**src/rtl/sequencer_pkg.sv**
```systemverilog
// Shared types and constants for the sequencer step engine.
package sequencer_pkg;

    typedef enum logic [1:0] {
        OFF     = 2'd0,
        PAUSED  = 2'd1,
        RUNNING = 2'd2
    } seq_state_t;

    localparam int NUM_STEPS  = 8;
    localparam int STEP_W     = $clog2(NUM_STEPS);
    localparam int PRESCALE_W = 14;

    // Beat periods in 10 kHz clock cycles: 60, 100, 120 and 150 BPM.
    localparam int unsigned TEMPO_PERIOD [4] = '{10000, 6000, 5000, 4000};

    function automatic logic [PRESCALE_W-1:0] scaled_period(input logic [1:0] sel,
                                                            input int unsigned div);
        return PRESCALE_W'(TEMPO_PERIOD[sel] / div);
    endfunction

endpackage

```
**src/rtl/tempo_prescaler.sv**
```systemverilog
// Beat prescaler: counts enabled cycles and flags the last cycle of each period.
module tempo_prescaler
    import sequencer_pkg::*;
(
    input  logic                  clk,
    input  logic                  n_rst,
    input  logic                  en,
    input  logic                  clear,
    input  logic [PRESCALE_W-1:0] period,
    output logic                  tick
);

    logic [PRESCALE_W-1:0] count;

    // A clear in the terminal cycle suppresses the tick, so a tempo change wins.
    assign tick = en && !clear && (count == period - PRESCALE_W'(1));

    // NOTE: state registers use non-blocking assignments; the reset is synchronous, so it sits inside the clocked branch.
    always_ff @(posedge clk) begin
        if (!n_rst) begin
            count <= '0;
        end else if (clear || tick) begin
            count <= '0;
        end else if (en) begin
            count <= count + PRESCALE_W'(1);
        end
    end

endmodule

```
**src/rtl/sequencer_stepper.sv**
```systemverilog
// Sequencer step engine: run/pause FSM, 8-step pattern, tempo selection and beat stepping.
module sequencer_stepper
    import sequencer_pkg::*;
#(
    parameter int PERIOD_DIV = 1
) (
    input  logic        clk,
    input  logic        n_rst,
    input  logic [7:0]  toggle,
    input  logic        tempo_button,
    input  logic        sequencer_on,
    input  logic        play,
    output logic [2:0]  step,
    output logic [7:0]  pattern,
    output logic [1:0]  tempo_sel,
    output logic        note_gate,
    output logic        beat_pulse
);

    seq_state_t            state;
    seq_state_t            state_next;
    logic [PRESCALE_W-1:0] period;
    logic                  presc_clear;
    logic                  tick;

    always_ff @(posedge clk) begin
        if (!n_rst) begin
            state <= OFF;
        end else begin
            state <= state_next;
        end
    end

    // NOTE: next state gets a default before the case so no path can infer a latch.
    always_comb begin
        state_next = state;
        unique case (state)
            OFF:     if (sequencer_on) state_next = play ? RUNNING : PAUSED;
            PAUSED:  if (!sequencer_on) state_next = OFF;
                     else if (play)     state_next = RUNNING;
            RUNNING: if (!sequencer_on) state_next = OFF;
                     else if (!play)    state_next = PAUSED;
            default: state_next = OFF;
        endcase
    end

    assign period      = scaled_period(tempo_sel, int'(PERIOD_DIV));
    assign presc_clear = tempo_button || (state_next == OFF);

    tempo_prescaler u_prescaler (
        .clk    (clk),
        .n_rst  (n_rst),
        .en     (state == RUNNING),
        .clear  (presc_clear),
        .period (period),
        .tick   (tick)
    );

    always_ff @(posedge clk) begin
        if (!n_rst) begin
            pattern    <= '0;
            tempo_sel  <= '0;
            step       <= '0;
            beat_pulse <= 1'b0;
        end else begin
            if (state != OFF) begin
                pattern <= pattern ^ toggle;
            end
            if (tempo_button) begin
                tempo_sel <= tempo_sel + 2'd1;
            end
            // Leaving for OFF parks the step at 0; it stays there while OFF.
            if (state_next == OFF) begin
                step <= '0;
            end else if (tick) begin
                step <= step + 3'd1;
            end
            beat_pulse <= tick;
        end
    end

    assign note_gate = (state == RUNNING) && pattern[step];

endmodule

```
**config.mk**
```make
export PLATFORM = sky130hd
export DESIGN_NAME = sequencer_stepper
export DESIGN_NICKNAME = d
export VERILOG_FILES = /design/src/rtl/sequencer_pkg.sv /design/src/rtl/tempo_prescaler.sv /design/src/rtl/sequencer_stepper.sv
export SDC_FILE = /design/constraint.sdc
export NUM_CORES = 1
export LEC_CHECK = 0
export BUFFER_PORTS_ARGS = -buffer_cell sky130_fd_sc_hd__buf_2
export CELL_PAD_IN_SITES_DETAIL_PLACEMENT = 1
export CELL_PAD_IN_SITES_GLOBAL_PLACEMENT = 1
export CORE_UTILIZATION = 46
export DETAILED_ROUTE_END_ITERATION = 12
export PLACE_DENSITY = 0.8
export SYNTH_ARGS = -nofsm -noshare
export SYNTH_HDL_FRONTEND = slang
export SYNTH_HIERARCHICAL = 1
export SYNTH_SLANG_ARGS = --single-unit
```
**constraint.sdc**
```tcl
create_clock -name clk -period 6.28 [get_ports clk]
set_clock_uncertainty 0.05 [all_clocks]
set_input_delay 0.942 -clock clk [delete_from_list [all_inputs] [get_ports clk]]
set_output_delay 0.942 -clock clk [all_outputs]
set_load 0.02 [all_outputs]
```
* Word level (Yosys, flattened, before mapping)
Index checks and enable logic that the tools add are counted.
Word-level totals: output and inout bits 15, memories 0, input bits 13, bits in latches 0, bits in writable memories 0, register bits 30, bits in read-only memories 0, logic and storage cells 41
Cells by class: divide/modulo/power cells 0, mux-type cells 12, order comparisons 2, reductions and logical operators 11, shifts and indexed selects 0, add/sub/neg operators 4, eq/ne operators 3, bitwise gates (word level) 3, multiply operators 0
Operators with widths (count):
- $bmux 32 s2 | 1
- $mux 14 | 2
- $add 14x1->14 const B | 1
- $eq 14x14->1 | 1
- $sub 14x1->14 const B | 1
- $mux 2 | 6
- $xor 8x8->8 | 1
- $pmux 2 s3 | 1
- $logic_not 2->1 | 2
- $lt 3x4->1 const B | 1
- $reduce_or 2->1 | 2
- $add 3x1->3 const B | 1
- $bmux 1 s3 | 1
- $ge 3x3->1 const B | 1
- $logic_and 1x1->1 | 3
- $not 2->3 | 1
- $add 2x1->2 const B | 1
- $eq 2x1->1 const B | 1
- $eq 2x2->1 const B | 1
- $logic_or 1x1->1 | 2
- $reduce_bool 2->1 | 1
- $logic_not 1->1 | 1
- $mux 1 | 1
- $not 1->1 | 1

* Longest topological paths before layout
Gate-level depths: netlist (run 1).
depth after elaboration 10, gate-level depth with buffers 12, gate-level depth less buffers 12

* Hierarchy
Netlist (run 1), hierarchy kept.
Modules (own cells, without submodules):
- tempo_prescaler | times used 1, cells an instance 157, sequential area each 280.3 µm², area each 1226.2 µm²
- sequencer_stepper | times used 1, cells an instance 76, sequential area each 320.3 µm², area each 777.0 µm²

* Worst setup path after synthesis (run 1)
Ideal clock, no wire load.
path kind reg-to-reg, start register tempo_sel[0], end register step[2], library setup time 0.116 ns, arrival time 3.168 ns, path slack 2.946 ns, data required time 6.114 ns, cell stages (with the launch flop) 12, clock period less this slack 3.334 ns, path buffers 1, cells stage by stage dfxtp_1 -> inv_1 -> ha_1 -> or4b_1 -> buf_2 -> or4b_1 -> a211oi_2 -> nor2_1 -> nor4_1 -> nand2_1 -> xor2_1 -> nor2_1
Between the ends: cells in the longest elaborated chain, start to end 7
Ends and longest elaborated chain:
- from (decl) | RTL line sequencer_stepper.sv:15 | output logic [1:0] tempo_sel,
- from (signal assigned) | RTL line sequencer_stepper.sv:70 | tempo_sel <= tempo_sel + 2'd1;
- $not 2->3 (not written as such) | RTL line sequencer_pkg.sv:19 | return PRESCALE_W'(TEMPO_PERIOD[sel] / div);
- $bmux 32 s2 | RTL line sequencer_pkg.sv:19
- $mux 14 (not written as such) (2 in series) | RTL line sequencer_pkg.sv:19
- via period[3] | RTL line sequencer_stepper.sv:22 | logic [PRESCALE_W-1:0] period;
- $sub 14x1->14 | RTL line tempo_prescaler.sv:16 | assign tick = en && !clear && (count == period - PRESCALE_W'(1));
- $eq 14x14->1 | RTL line tempo_prescaler.sv:16
- $logic_and 1x1->1 | RTL line tempo_prescaler.sv:16
- via tick | RTL line sequencer_stepper.sv:24 | logic tick;
- to (signal assigned) | RTL line sequencer_stepper.sv:76 | step <= step + 3'd1;
- to (decl) | RTL line sequencer_stepper.sv:13 | output logic [2:0] step,
The timed path passes the listed nets, and every way through them passes these cells. The select of a mux whose other input is x is not followed. A chain may end at the register's enable or synchronous reset.

* Worst setup path in the final report (run 1)
Ends and elaborated chain as after synthesis.

==> results of run 1 <==
-- cells in the final DEF (no fill, tap or decap), types with 10 or more instances in the layout --
| master | netlist | routed |
|---|---|---|
| buf_2 | 1 | 27 |
| nor2_2 | 10 | 10 |
| and2_1 | 11 | 11 |
| nand2_1 | 25 | 25 |
| conb_1 | 2 | 24 |
| nor2_1 | 17 | 17 |
| xor2_1 | 11 | 11 |
| xnor2_1 | 30 | 30 |
| dfxtp_1 | 30 | 30 |
| o21ai_0 | 11 | 11 |
-- power by group through the flow --
stage,clock [uW],sequential [uW],combinational (uW)
finish,167,204,74.7
global route,181,205,82.0
CTS,170,204,73.3
detailed placement,0,208,72.1
global placement,0,208,70.6
floorplan,0,210,50.3
-- logic make-up (layout without fill, tap and decap cells) --
kind of cell	count (synthesis)	in the layout	synth area share
simple gates	104	104	0.285
xor+xnor	41	41	0.179
flops	30	30	0.300
compound gates	24	24	0.0856
buf+inv	17	44	0.0443
fa+ha+maj	8	8	0.0500
mux	7	7	0.0518
other cells	2	24	0.00375
-- final cells by class --
cell class                      instances  area, sq um
Clock buffer                            7         86.3
Clock inverter                          1         5.00
Fill cell                             532         1770
Inverter                                9         33.8
Multi-Input combinational cell        208         1400
Sequential cell                        30          601
Tap cell                               50         62.6
Timing Repair Buffer                   27          135
-- metrics by stage --
step                hold WS (ps)  utilization  setup WS (ps)
global placement             503        0.545           2660
finish                       530        0.568           2420
global route                 590        0.568           2160
CTS                          526        0.568           2450
floorplan                    485            -           2950
detailed placement           516        0.545           2510
-- registers in the layout, summed over array words and instances, names as in the netlist --
register	flops
u_prescaler/count	14
pattern	8
step	3
state	2
tempo_sel	2
beat_pulse	1
-- layer usage --
layer / global-route usage / share of wire / up-vias
met1: 0.306 / 0.47 / 841
li1: - / - / 863
met2: 0.425 / 0.48 / 30
met5: 0 / 0 / -
met4: 0.117 / 0.025 / 0
met3: 0.0700 / 0.026 / 12
-- worst max-delay path: stages (launching register included) --
cell,delay (ps)
dfxtp_1,550
inv_1,160
ha_1,310
or4b_1,680
or4b_1,580
a211oi_2,240
nor2_1,90
nor4_1,670
nand2_1,170
xor2_1,200
nor2_1,50
-- final timing paths --
check	startpoint	to	slack [ps]	cells past startpoint
worst max-delay path	tempo_sel[0]	step[2]	2420	10
worst min-delay path	step[1]	step[1]	530	2
worst max register to register	tempo_sel[0]	step[2]	2420	10
worst min register to register	step[1]	step[1]	530	2
==> results.sh, run 1 <==
export IMPL_cellInternalPower_uw=315
export IMPL_core_area_sq_um=4090
export IMPL_slew_limit_headroom=0.319
export IMPL_antenna_found_initial=0
export IMPL_clkPwrFrac=0.375
export IMPL_synth_edf_count=0
export IMPL_hold_viol_final=0
export IMPL_port_buffer_count=27
export IMPL_p_per_area_nw_per_um2=192
export IMPL_critical_path_arrival_ps=3990
export IMPL_grt_max_degree=15
export IMPL_rsz0062_at_grt="no"
export IMPL_routedWlPerCell_um=15.9
export IMPL_cts_setup_buffers=0
export IMPL_drive_gt1_frac=0.188
export IMPL_wirelength_mm=5.26
export IMPL_max_cap_viol_count=0
export IMPL_worstPathRequired_ps=6420
export IMPL_clk_pin_slew_ps=70
export IMPL_diodes=0
export IMPL_fp_dieH_um=68.0
export IMPL_grt_overflow_total=0
export IMPL_vias=1746
export IMPL_hpwl_mm=3.87
export IMPL_synth_cell_types=46
export IMPL_synth_flop_cell="dfxtp_1"
export IMPL_synth_seq_cells=30
export IMPL_tns_ps=0
export IMPL_vias_per_cell=5.26
export IMPL_p_sw_frac=0.293
export IMPL_die_w_um=68.0
export IMPL_cts_path_max_buffers=2
export IMPL_comb_power_share=0.167
export IMPL_cts_tree="built"
export IMPL_final_cells=332
export IMPL_async_reset_ff_frac=0
export IMPL_dr_first_iter_drc_count=89
export IMPL_gp_congestion=0.865
export IMPL_numCtsBuffers=5
export IMPL_firstDrtPassIters=4
export IMPL_grt_use_total=0.257
export IMPL_fmax_mhz=259
export IMPL_cts_sinks=30
export IMPL_yosys_area_top_type="dfxtp_1"
export IMPL_crit_type="flip-flop to flip-flop"
export IMPL_drc=0
export IMPL_finalSetupViolCount=0
export IMPL_die_area_sq_um=4620
export IMPL_fin_crit_sh=0.614
export IMPL_antenna_left=0
export IMPL_crit_path_end_kind="flip-flop"
export IMPL_ys_warn_count=6
export IMPL_fin_crit_ps=3860
export IMPL_grt_pass1_vias=1791
export IMPL_grt_first_pass_wirelength_mm=8.47
export IMPL_synth_seq_area_share=0.300
export IMPL_ios=28
export IMPL_hp_class="flip-flop to flip-flop"
export IMPL_synthTopCellsByArea="dfxtp_1 30%, xnor2_1 13%, ha_1 5.0%, xor2_1 4.8%, nand2_1 4.7%"
export IMPL_dp_cells=324
export IMPL_fp_row_count=23
export IMPL_pwr_share_seq=0.458
export IMPL_synth_area_sq_um=2000
export IMPL_synth_commonest_cells="30 x dfxtp_1, 30 x xnor2_1, 25 x nand2_1"
export IMPL_crit_fanout=12
export IMPL_cts_max_level=2
export IMPL_power_switching_uw=131
export IMPL_ir_drop_uv=149
export IMPL_startpoint_type="flip-flop"
export IMPL_clockRootBuffer="clkbuf_8"
export IMPL_p_leak_uw=0.000929
export IMPL_synth_top_cell_area_share=0.300
export IMPL_initial_utilization=0.490
export IMPL_worst_slew_pin_slew_ps=1020
export IMPL_dpl_cell_area_sq_um=2230
export IMPL_nets=302
export IMPL_post_cts_resized=0
export IMPL_syn_to_final_growth_pct=15.8
export IMPL_finalPower_uw=446
export IMPL_finalMaxSlewViolations=0
export IMPL_ctsHoldBuffers=0
export IMPL_design_area_sq_um=2320
export IMPL_syn_area_per_cell_sq_um=8.60
export IMPL_status="complete, no violations"
export IMPL_postSynthCellCount=233
export IMPL_insertion_delay_ps=300
No activity file was read; power rests on OpenSTA's default activity.
==> run 2: changes to the inputs <==
CORE_UTILIZATION = 43   (was 46)
PLACE_DENSITY = 0.75   (was 0.8)
clock period = 3.7 ns   (was 6.28 ns; I/O delays follow)
==> results.sh, run 2 (synthesis results as in run 1) <==
export IMPL_status="complete, no violations"
export IMPL_hp_class="input pin to flip-flop"
export IMPL_hold_viol_final=0
export IMPL_grt_max_degree=15
export IMPL_max_cap_viol_count=0
export IMPL_crit_type="flip-flop to flip-flop"
export IMPL_initial_utilization=0.454
export IMPL_grt_pass1_vias=1750
export IMPL_startpoint_type="flip-flop"
export IMPL_grt_overflow_total=0
export IMPL_syn_to_final_growth_pct=16.7
export IMPL_tns_ps=0
export IMPL_cts_max_level=2
export IMPL_fin_crit_sh=0.935
export IMPL_ir_drop_uv=170
export IMPL_fin_crit_ps=3460
export IMPL_cts_setup_buffers=0
export IMPL_comb_power_share=0.173
export IMPL_design_area_sq_um=2340
export IMPL_fp_dieH_um=70.3
export IMPL_antenna_found_initial=0
export IMPL_numCtsBuffers=5
export IMPL_clockRootBuffer="clkbuf_8"
export IMPL_crit_buf_inv=1
export IMPL_die_w_um=70.3
export IMPL_firstDrtPassIters=4
export IMPL_power_switching_uw=208
export IMPL_cts_sinks=30
export IMPL_dp_slack_ps=215
export IMPL_cellInternalPower_uw=537
export IMPL_worst_slew_pin_slew_ps=988
export IMPL_register_area_sq_um=601
export IMPL_gp_congestion=0.812
export IMPL_drc=0
export IMPL_final_cell_mix="30 x xnor2_1, 30 x dfxtp_1, 27 x buf_2"
export IMPL_p_sw_frac=0.279
export IMPL_cts_path_max_buffers=2
export IMPL_dpl_cell_area_sq_um=2250
export IMPL_antenna_left=0
export IMPL_insertion_delay_ps=280
export IMPL_routedWlPerCell_um=14.3
export IMPL_worstPathCellList="inv_1, or4b_1, or4b_1, a211oi_2, nor2_1, nor4_1, nand2_1, xor2_1, nor2_1"
export IMPL_hold_slack_ps=387
export IMPL_cpPeakStageDelay_ps=650
export IMPL_vias_per_cell=5.11
export IMPL_worstPathRequired_ps=3830
export IMPL_port_buffer_count=27
export IMPL_p_per_area_nw_per_um2=319
export IMPL_slowest_stage="or4b_1"
export IMPL_ctsHoldBuffers=0
export IMPL_reg_top3="u_prescaler/count: 14 flops, pattern: 8 flops, step: 3 flops"
export IMPL_clk_pin_slew_ps=60
export IMPL_nets=304
export IMPL_regMostFlops="u_prescaler/count"
export IMPL_dr_first_iter_drc_count=48
export IMPL_hpwl_mm=3.77
export IMPL_cts_tree="built"
export IMPL_crit_fanout=11
export IMPL_worst_slack_ps=242
export IMPL_grt_use_total=0.217
export IMPL_largest_register_ffs=14
export IMPL_rsz0062_at_grt="no"
export IMPL_cpLargestDelayFamily="simple AND/OR/NAND/NOR gates"
export IMPL_final_core_util=0.529
export IMPL_finalSetupViolCount=0
export IMPL_fmax_mhz=289
export IMPL_fp_row_count=24
export IMPL_vias=1718
export IMPL_critical_path_arrival_ps=3580
export IMPL_fillers=579
export IMPL_clkPwrFrac=0.367
export IMPL_ios=28
export IMPL_grt_first_pass_wirelength_mm=8.29
export IMPL_diodes=0
export IMPL_core_area_sq_um=4410
export IMPL_die_area_sq_um=4940
export IMPL_drive_gt1_frac=0.194
export IMPL_wirelength_mm=4.81
export IMPL_multi_input_area_sq_um=1400
export IMPL_slew_limit_headroom=0.340
export IMPL_finalMaxSlewViolations=0
export IMPL_post_cts_resized=0
export IMPL_crit_path_end_kind="flip-flop"
export IMPL_pwr_share_seq=0.461
export IMPL_p_leak_uw=0.000939
-- run 2: cell count changes in the layout (fill, tap and decap cells not counted), sizes merged --
| cell | previous run | this run |
|---|---|---|
| buf | 27 | 29 |
-- run 2: final timing paths --
| path | to | slack, ps | startpoint | cells past startpoint |
|---|---|---|---|---|
| worst max register to register | step[2] | 240 | tempo_sel[1] | 9 |
| worst min register to register | step[1] | 540 | step[1] | 2 |
| worst min-delay path | state[0] | 390 | play | 2 |
| worst max-delay path | step[2] | 240 | tempo_sel[1] | 9 |
-- run 2: per-stage QoR --
step	total power, uW	instances
2_1_floorplan	443	255
3_3_place_gp	476	328
3_5_place_dp	478	328
4_1_cts	754	336
5_1_grt	786	336
6_report	746	336
-- run 2: power by group through the flow --
stage | clock network (uW) | logic (uW) | registers [uW]
final | 273 | 129 | 343
after global routing | 297 | 145 | 345
after CTS | 282 | 128 | 344
after detailed placement | 0 | 128 | 351
after global placement | 0 | 125 | 350
after floorplan | 0 | 85.4 | 357
-- run 2: layout make-up --
class,instances,share of cell area
Tap cell,52,0.0278
Inverter,9,0.0145
Clock inverter,1,0.00214
Clock buffer,7,0.0369
Multi-Input combinational cell,208,0.597
Timing Repair Buffer,29,0.0642
Sequential cell,30,0.257
-- run 2: metal layers --
metal  track usage  share of wire
met1         0.290           0.49
met2         0.334           0.46
met3        0.0491          0.026
met4        0.0889          0.024
met5             0              0
==> run 3: changes to the inputs <==
ABC_AREA = 1   (was default)
CORE_UTILIZATION = 40   (was 43)
==> results.sh, run 3 <==
export IMPL_cpPeakStageDelay_ps=500
export IMPL_die_area_sq_um=5410
export IMPL_port_buffer_count=27
export IMPL_crit_fanout=8
export IMPL_rsz0062_at_grt="no"
export IMPL_fmax_mhz=371
export IMPL_fin_crit_ps=2700
export IMPL_die_w_um=73.5
export IMPL_fillers=702
export IMPL_status="complete, no violations"
export IMPL_dr_first_iter_drc_count=66
export IMPL_initial_utilization=0.425
export IMPL_hp_class="input pin to flip-flop"
export IMPL_synth_most_common_cell="nand2_1"
export IMPL_hold_start="play"
export IMPL_synth_compound_area_frac=0.0764
export IMPL_startpoint_type="flip-flop"
export IMPL_met1_usage=0.305
export IMPL_cts_path_max_buffers=2
export IMPL_routedWlPerCell_um=12.3
export IMPL_tns_ps=0
export IMPL_dp_slack_ps=1020
export IMPL_worst_slew_pin_slew_ps=591
export IMPL_antenna_left=0
export IMPL_hold_viol_final=0
export IMPL_finalSetupViolCount=0
export IMPL_fp_row_count=25
export IMPL_clk_pin_slew_ps=70
export IMPL_nets=371
export IMPL_ios=28
export IMPL_post_cts_resized=0
export IMPL_synth_edf_count=0
export IMPL_cpLargestDelayFamily="simple AND/OR/NAND/NOR gates"
export IMPL_synth_fa_ha_area_frac=0.0489
export IMPL_crit_buf_inv=1
export IMPL_hpwl_mm=4.06
export IMPL_final_cell_mix="79 x nand2_1, 45 x nor2_1, 39 x inv_1"
export IMPL_regMostFlops="u_prescaler/count"
export IMPL_finalMaxSlewViolations=0
export IMPL_met3_usage=0.0494
export IMPL_grt_use_total=0.220
export IMPL_insertion_delay_ps=280
export IMPL_synth_seq_cells=30
export IMPL_gr_usage_met2=0.332
export IMPL_synth_area_sq_um=2050
export IMPL_synth_simple_area_share=0.372
export IMPL_vias=1922
export IMPL_ir_drop_uv=181
export IMPL_synth_commonest_cells="79 x nand2_1, 45 x nor2_1, 39 x inv_1"
export IMPL_largest_register_ffs=14
export IMPL_firstDrtPassIters=4
export IMPL_worstPathCellList="inv_1, ha_1, nor2_1, nand2_1, nor2_2, nand2_1, nand2_1, nand2_1, nor2_2, nand3_2, nor2_1, nand2_1, or2_0, a21oi_1"
export IMPL_grt_overflow_total=0
export IMPL_ctsHoldBuffers=0
export IMPL_syn_area_per_cell_sq_um=6.62
export IMPL_whs_path_depth=2
export IMPL_postSynthCellCount=309
export IMPL_synthTopCellsByArea="dfxtp_1 29%, nand2_1 14%, nor2_1 8.3%, xor2_1 7.7%, inv_1 7.2%"
export IMPL_ys_warn_count=6
export IMPL_grt_first_pass_wirelength_mm=8.81
export IMPL_wirelength_mm=5.14
export IMPL_hold_slack_ps=385
export IMPL_yosys_area_top_type="dfxtp_1"
export IMPL_synthMuxAreaShare=0.00489
export IMPL_synth_flop_cell="dfxtp_1"
export IMPL_cts_sinks=30
export IMPL_p_per_area_nw_per_um2=316
export IMPL_diodes=0
export IMPL_worstPathRequired_ps=3860
export IMPL_core_area_sq_um=4820
export IMPL_antenna_found_initial=0
export IMPL_synth_seq_area_share=0.293
export IMPL_numCtsBuffers=5
export IMPL_critPathLaunch="tempo_sel[1]"
export IMPL_top_usage_layer="met2"
export IMPL_grt_max_degree=17
export IMPL_fp_dieH_um=73.5
export IMPL_fin_crit_sh=0.729
export IMPL_crit_path_frequent_cell="nand2_1"
export IMPL_reg_top3="u_prescaler/count: 14 flops, pattern: 8 flops, step: 3 flops"
export IMPL_syn_to_final_growth_pct=14.6
export IMPL_r2r_start="tempo_sel[1]"
export IMPL_worstSetupPathDepth=14
export IMPL_clockRootBuffer="clkbuf_8"
export IMPL_final_core_util=0.487
export IMPL_slew_limit_headroom=0.606
export IMPL_p_leak_uw=0.00106
export IMPL_vias_per_cell=4.60
export IMPL_worst_slack_ps=1000
export IMPL_crit_path_end_kind="flip-flop"
export IMPL_drive_gt1_frac=0.154
export IMPL_cts_max_level=2
export IMPL_slowest_stage="dfxtp_1"
export IMPL_final_common_cell="nand2_1"
export IMPL_drc=0
export IMPL_cts_tree="built"
export IMPL_critical_path_arrival_ps=2860
export IMPL_async_reset_ff_frac=0
export IMPL_synth_cell_types=33
export IMPL_synth_xor_area_share=0.0941
export IMPL_cts_setup_buffers=0
export IMPL_reg2regPathDepth=14
export IMPL_gp_congestion=0.792
export IMPL_max_cap_viol_count=0
export IMPL_synth_top_cell_area_share=0.293
export IMPL_synth_top_family_by_area="simple AND/OR/NAND/NOR gates"
export IMPL_grt_pass1_vias=1867
export IMPL_finalPower_uw=741
export IMPL_crit_type="flip-flop to flip-flop"
[run 3: changes by cell type after synthesis, sizes merged, moves of 7 or more]
cell and delta:
a21oi +13, nand2 +57, xnor2 -26, and2 -9, nand3 +18, nor2 +28, inv +31, xor2 +7
[run 3: cell families (layout without fill, tap and decap cells)]
logic type / Yosys count / count (layout)
other: 2 / 16
buffers and inverters: 47 / 75
adder cells (fa/ha/maj): 8 / 8
multiplexers: 1 / 1
XOR/XNOR: 22 / 22
flip-flops: 30 / 30
AND/OR/NAND/NOR: 171 / 171
AO/OA/AOI/OAI: 28 / 28
[run 3: worst paths after layout]
check	slack [ps]	end
min reg2reg	450	pattern[3]
max	1000	step[2]
min	380	state[0]
max reg2reg	1000	step[2]
[run 3: layout make-up]
class                   count  area (sq um)  area share
clock inverters             2          12.5     0.00533
well taps                  67          83.8      0.0357
repair buffers             27           135      0.0576
inverters                  40           150      0.0640
clock buffers               6          82.6      0.0352
flip-flops and latches     30           601       0.256
multi-input cells         246          1280       0.546
[run 3: worst register-to-register path, delay by kind of cell (launching register included)]
family	cells	cell delay, ps
adders and majority gates	1	280
DFF	1	500
AOI/OAI and AO/OA	1	160
buffers and inverters	1	230
and+or+nand+nor	11	1410
[run 3: stage by stage]
stage,cell area (sq um),cells
detailed placement,2250,410
global placement,2250,410
CTS,2350,418
global route,2350,418
floorplan,2100,323
finish,2350,418
[run 3: power by group]
| group | switching, uW | internal [uW] | leakage, uW |
|---|---|---|---|
| Sequential | 8.72 | 331 | 0.000243 |
| Clock | 129 | 149 | 0.0000472 |
| Combinational | 80.7 | 42.6 | 0.000769 |
[run 3: layer usage]
metal	routed length (um)	up-vias
met1	2640	884
li1	-	1012
met5	0	-
met3	102	6
met2	2310	20
met4	74	0
